[src/rtl/mem_port_arbiter.sv]
// Arbitrates one single-ported, fixed-latency memory between instruction fetch and data access.
// Data normally wins; a streak counter forces a fetch grant after a run of contested data grants.
module mem_port_arbiter #(
  parameter int unsigned ADDR_W     = 32,
  parameter int unsigned DATA_W     = 32,
  parameter int unsigned LATENCY    = 2,
  parameter int unsigned STARVE_LIM = 4
) (
  input  logic              clk,
  input  logic              rst,
  input  logic              f_req,
  input  logic [ADDR_W-1:0] f_addr,
  output logic              f_done,
  output logic [DATA_W-1:0] f_rdata,
  input  logic              d_req,
  input  logic              d_we,
  input  logic [ADDR_W-1:0] d_addr,
  input  logic [DATA_W-1:0] d_wdata,
  output logic              d_done,
  output logic [DATA_W-1:0] d_rdata,
  output logic              mux_sel,
  output logic              mem_en,
  output logic              mem_we,
  output logic [ADDR_W-1:0] mem_addr,
  output logic [DATA_W-1:0] mem_wdata,
  input  logic [DATA_W-1:0] mem_rdata
);

  typedef enum logic [1:0] {StIdle, StBusy, StDone} state_e;

  localparam logic [3:0] LastBusy  = 4'(LATENCY);
  localparam logic [3:0] StarveLim = 4'(STARVE_LIM);

  state_e            state_q;
  logic [3:0]        cnt_q;
  logic [3:0]        streak_q;
  logic              f_done_q, d_done_q;
  logic [DATA_W-1:0] f_rdata_q, d_rdata_q;
  logic              mux_sel_q, mem_en_q, mem_we_q;
  logic [ADDR_W-1:0] mem_addr_q;
  logic [DATA_W-1:0] mem_wdata_q;

  logic any_req;
  logic grant_d;

  assign any_req = f_req | d_req;
  // Data wins unless fetch is also waiting and has already lost StarveLim times in a row.
  assign grant_d = d_req & ~(f_req & (streak_q == StarveLim));

  always_ff @(posedge clk) begin
    if (rst) begin
      state_q     <= StIdle;
      cnt_q       <= '0;
      streak_q    <= '0;
      f_done_q    <= 1'b0;
      d_done_q    <= 1'b0;
      f_rdata_q   <= '0;
      d_rdata_q   <= '0;
      mux_sel_q   <= 1'b0;
      mem_en_q    <= 1'b0;
      mem_we_q    <= 1'b0;
      mem_addr_q  <= '0;
      mem_wdata_q <= '0;
    end else begin
      mem_en_q <= 1'b0;
      f_done_q <= 1'b0;
      d_done_q <= 1'b0;
      case (state_q)
        StIdle: begin
          if (any_req) begin
            state_q    <= StBusy;
            cnt_q      <= '0;
            mem_en_q   <= 1'b1;
            mux_sel_q  <= grant_d;
            mem_addr_q <= grant_d ? d_addr : f_addr;
            mem_we_q   <= grant_d & d_we;
            if (grant_d && d_we) begin
              mem_wdata_q <= d_wdata;
            end
            if (grant_d && f_req) begin
              streak_q <= (streak_q == StarveLim) ? streak_q : streak_q + 4'd1;
            end else begin
              streak_q <= '0;
            end
          end
        end
        StBusy: begin
          if (cnt_q == LastBusy) begin
            state_q <= StDone;
            if (mux_sel_q) begin
              d_done_q <= 1'b1;
              if (!mem_we_q) begin
                d_rdata_q <= mem_rdata;
              end
            end else begin
              f_done_q  <= 1'b1;
              f_rdata_q <= mem_rdata;
            end
          end else begin
            cnt_q <= cnt_q + 4'd1;
          end
        end
        StDone:  state_q <= StIdle;
        default: state_q <= StIdle;
      endcase
    end
  end

  assign f_done    = f_done_q;
  assign d_done    = d_done_q;
  assign f_rdata   = f_rdata_q;
  assign d_rdata   = d_rdata_q;
  assign mux_sel   = mux_sel_q;
  assign mem_en    = mem_en_q;
  assign mem_we    = mem_we_q;
  assign mem_addr  = mem_addr_q;
  assign mem_wdata = mem_wdata_q;

endmodule
[config.mk]
export PLATFORM = sky130hd
export DESIGN_NAME = mem_port_arbiter
export DESIGN_NICKNAME = d
export VERILOG_FILES = /design/src/rtl/mem_port_arbiter.sv
export SDC_FILE = /design/constraint.sdc
export NUM_CORES = 1
export LEC_CHECK = 0
export ABC_CLOCK_PERIOD_IN_PS = 4400
export BUFFER_PORTS_ARGS = -buffer_cell sky130_fd_sc_hd__buf_2
export CORE_ASPECT_RATIO = 1.25
export CORE_MARGIN = 4
export CORE_UTILIZATION = 49
export DETAILED_ROUTE_END_ITERATION = 8
export PLACE_DENSITY_LB_ADDON = 0.25
export SYNTH_ARGS = -nofsm -noshare
export SYNTH_HDL_FRONTEND = slang
export SYNTH_SLANG_ARGS = --single-unit
export TNS_END_PERCENT = 10
[constraint.sdc]
create_clock -name clk -period 4.4 [get_ports clk]
set_clock_uncertainty 0.1 [all_clocks]
set_input_delay 0.44 -clock clk [delete_from_list [all_inputs] [get_ports clk]]
set_output_delay 0.44 -clock clk [all_outputs]
set_load 0.01 [all_outputs]
* Yosys cells after proc, flatten, opt, wreduce, memory -nomap -nowiden *
Cells that the tools add are included.

word-level totals
  register bits = 143
  input port bits = 133
  output and inout port bits = 133
  word-level logic and storage cells = 56

cells by class
  add/subtract/negate cells = 2
  eq/ne operators = 7
  mux-type cells = 12
  bitwise logic cells = 10
  reductions and logical operators = 13

operators with widths
  kind                                                                    count
  32-bit 2-to-1 mux                                                       1
  4-bit 2-to-1 mux                                                        4
  3-bit AND reduction                                                     4
  4-bit by 1-bit adder with 4-bit output (second input constant)          2
  2-bit != test (second input constant)                                   4
  4-bit one-hot mux with 2 select lines                                   1
  1-bit inverter                                                          6
  4-bit by 2-bit equality test with 1-bit output (second input constant)  1
  4-bit by 3-bit equality test with 1-bit output (second input constant)  1
  2-bit 2-to-1 mux                                                        2
  2-bit one-hot mux with 2 select lines                                   1
  2-bit AND reduction                                                     2
  4-bit AND reduction                                                     1
  1-bit AND                                                               3
  1-bit 2-to-1 mux                                                        3
  3-bit OR reduction                                                      1
  2-bit by 1-bit equality test with 1-bit output (second input constant)  1
  1-bit logical AND                                                       2
  2-bit zero test                                                         1
  2-bit nonzero test                                                      1
  2-bit OR reduction                                                      1
  1-bit OR                                                                1

* Logic depth before layout (Yosys ltp) *
  depth after elaboration = 7
  gate-level depth with buffers = 8
  mapped depth without buffers = 6

* Worst setup path after synthesis *
No wires, ideal clock.

  kind = register -> register
  start point = reg cnt_q[0]
  end point = reg d_rdata_q[20], in the netlist d_rdata[20]
  setup time = 132 ps
  arrival time = 1703 ps
  data required time = 4168 ps
  path slack = 2465 ps
  stages on the path, launching flop included = 9
  path buffers = 2
  clock period less this slack = 1935 ps
  path through = dfxtp_1 > inv_1 > ha_1 > or3b_4 > or4_1 > buf_2 > buf_6 > nand2_1 > a21oi_1

on the way
  longest elaborated chain between the ends = 2

ends and longest elaborated chain
  what                                            line  text
  start: declaration                              35    logic [3:0] cnt_q;
  start signal: assignment                        100   cnt_q <= cnt_q + 4'd1;
  4-bit by 2-bit equality test with 1-bit output  88    if (cnt_q == LastBusy) begin
  4-bit AND reduction (no line)                   --
  end signal: assignment                          93    d_rdata_q <= mem_rdata;
  end: declaration                                38    logic [DATA_W-1:0] f_rdata_q, d_rdata_q;

No other way between the ends.
A chain may end at the register's enable or synchronous reset.

* Worst setup path in the final report *
  start point = reg cnt_q[0]
  end point = reg d_rdata_q[31], in the netlist d_rdata[31]

The elaborated chain is that of the path after synthesis.

==> results.py <==
metrics = {
    "detailed_routing": {
        "drt-pass1-iter-count": 4,
        "totalWireLength_um": 14200,
        "wl_per_cell_um": 13.9,
        "vias": 5101,
        "ant_nets": 0,
        "avgViaCountPerCell": 4.98,
        "drc": 0,
        "drt-initial-drc-count": 217,
    },
    "setup_path": {
        "critical_path.top_delay_family": "simple AND/OR/NAND/NOR gates",
        "end_kind": "register",
        "arrival_ns": 2.64,
        "startpoint": "cnt_q[0]",
        "required_ns": 4.53,
        "worstPathMaxFanout": 32,
        "crit_buf_inv": 1,
        "crit_type": "reg2reg",
        "worst_r2r_startpoint": "cnt_q[0]",
        "crit_path_cell_trace": "inv_1, ha_1, or3b_4, or4_1, nand2_1, a21oi_1",
        "critPathSlowestCell": "or4_1",
        "critPathMaxStageDelay_ns": 0.90,
        "setup.worst_path.start_class": "register",
    },
    "yosys": {
        "syn_area_per_cell_um2": 8.30,
        "yosys.area.top_type_share_pct": 54.5,
        "synth_common_cells": "nand2_1 (231), dfxtp_1 (143), a21oi_1 (101)",
        "synth_area_leader_cell": "dfxtp_1",
        "synth_top_cells_by_area": "dfxtp_1 (54%), nand2_1 (17%), a21oi_1 (9.6%), mux2i_1 (6.1%), o21ai_0 (3.2%)",
        "yosysUniqueCellTypes": 35,
        "synth_cells": 633,
        "ys_ff_latch": 143,
        "synth_most_common_cell": "nand2_1",
        "synth-warning-count": 0,
        "synth_edf_count": 0,
        "synth-async-reset-ratio_pct": 0,
        "yosys_most_used_dff": "dfxtp_1",
        "synth_seq_area_share_pct": 54.5,
        "synth_nets": 770,
        "syn_area_um2": 5260,
    },
    "flow_run": {
        "cap_violations": 0,
    },
    "floorplanning": {
        "io_pins": 266,
        "fp-row-count": 42,
        "initial_core_util_pct": 49.8,
        "dieArea_um2": 12500,
        "die_w_um": 101,
        "die_h_um": 124,
        "coreArea_um2": 10600,
    },
    "clock_network": {
        "ctsHoldBuffers": 0,
        "clock_sinks": 143,
        "cts_resized": 0,
        "clk_pin_slew_ns": 0.06,
        "cts_buffers": 17,
        "cts_tree": "built",
        "htreeDepth": 4,
        "cts_buffer_depth": 2,
        "clk_latency_ns": 0.40,
        "cts_setup_buffers": 0,
        "clockRootBuffer": "clkbuf_16",
    },
    "placed_design": {
        "place_ws_ns": 1.90,
        "dpl.hpwl_um": 10300,
        "gp_congestion": 0.821,
        "numPortBuffers": 265,
    },
    "sta": {
        "rsz0062_at_grt": "no",
        "fin_crit_sh_pct": 56.9,
        "slew-limit-headroom_pct": 20.4,
        "slew_viol_final": 0,
        "hold_viol_final": 0,
        "fin_ws_ns": 1.90,
        "worst_pin_slew_ns": 1.19,
        "fmax_ghz": 0.400,
        "setup_viol": 0,
        "post-route-min-period_ns": 2.50,
        "setup_tns_ns": 0,
    },
    "grt": {
        "grt_usage_pct": 21.8,
        "grt_pass1_vias": 4708,
        "grt_max_degree": 108,
        "grt_pass1_wl_um": 21900,
        "antenna_found_initial": 0,
        "overflow": 0,
    },
    "cells_and_area": {
        "final_util_pct": 68.3,
        "area_growth_syn_to_layout_pct": 37.2,
        "multi_input_area_um2": 2190,
        "nets": 1017,
        "antennaDiodeCount": 0,
        "regArea_um2": 2860,
        "drive_above_1_share_pct": 34.5,
        "fillers": 921,
    },
    "pwr": {
        "p_per_area_nw_per_um2": 425,
        "ir_drop_v": 0.000301,
        "p_leak_nw": 3.33,
    },
    "worst_hold_path": {
        "hold_class": "in2reg",
        "worstHoldStart": "d_wdata[18]",
    },
    "run_status": {
        "status": "completed",
    },
}
-- state kept, by name, summed over array words and instances, names as in the netlist, 2 cells and up --
| name | cells |
|---|---|
| mem_wdata | 32 |
| cnt_q | 4 |
| state_q | 2 |
| d_rdata | 32 |
| mem_addr | 32 |
| streak_q | 4 |
| f_rdata | 32 |
-- power breakdown --
part	leakage (nW)	switching [mW]	internal (mW)	total, mW
logic	1.88	0.149	0.113	0.262
registers	1.16	0.0241	1.34	1.37
clock network	0.286	0.528	0.908	1.44
total	3.33	0.701	2.36	3.06
-- layer usage --
layer	GRT usage [%]	share of wire (%)	wire length (um)	vias to the layer above
met5	0	0	0	-
met4	7.08	1.4	200	0
met3	6.16	8.1	1150	18
met2	38.1	53	7490	191
met1	25.7	38	5410	2316
li1	-	-	-	2576
-- logic make-up after synthesis --
kind of cell	Yosys count	synth area share [%]
flip-flops	143	54.5
adder cells (fa/ha/maj)	4	0.952
multiplexers	32	6.10
XOR/XNOR	3	0.500
buffers and inverters	48	4.17
AND/OR/NAND/NOR	264	20.4
AO/OA/AOI/OAI	139	13.4
-- through the flow --
| stage | power [mW] | hold WS [ns] | area, um2 | std cells |
|---|---|---|---|---|
| floorplan | 1.52 | 0.360 | 5260 | 633 |
| global placement | 1.65 | 0.330 | 6610 | 993 |
| detailed placement | 1.66 | 0.339 | 6610 | 993 |
| CTS | 3.10 | 0.156 | 7210 | 1025 |
| global route | 3.18 | 0.161 | 7210 | 1025 |
| finish | 3.06 | 0.172 | 7210 | 1025 |
-- worst register-to-register path: stages (launching register included) --
cell	delay, ns
dfxtp_1	0.32
inv_1	0.10
ha_1	0.16
or3b_4	0.43
or4_1	0.90
nand2_1	0.24
a21oi_1	0.09
-- cells in the final DEF, fill, tap and decap left out, types with 2 or more instances in the layout --
cell type,count
a21oi_1,100
buf_2,264
buf_4,5
bufinv_16,3
clkbuf_16,17
clkinv_2,3
clkinvlp_4,4
dfxtp_1,143
ha_1,4
inv_1,7
inv_6,2
mux2i_1,32
nand2_1,230
nand2b_1,2
nand3_1,6
nand4_1,2
nor2_1,7
nor3_1,2
o21ai_0,34
or2_2,2
xor2_1,2
-- final cells by class --
type,instances,area share (%)
flip-flops and latches,143,39.7
multi-input cells,442,30.4
repair buffers,269,18.8
clock buffers,19,6.14
well taps,132,2.29
clock inverters,13,2.24
inverters,7,0.364
-- worst paths after layout --
check | end | slack (ns) | cells past startpoint
min reg2reg | mem_addr[8] | 0.35 | 2
max | d_rdata[31] | 1.90 | 6
max reg2reg | d_rdata[31] | 1.90 | 6
min | mem_wdata[18] | 0.17 | 3
(Power assumes the default switching activity.)
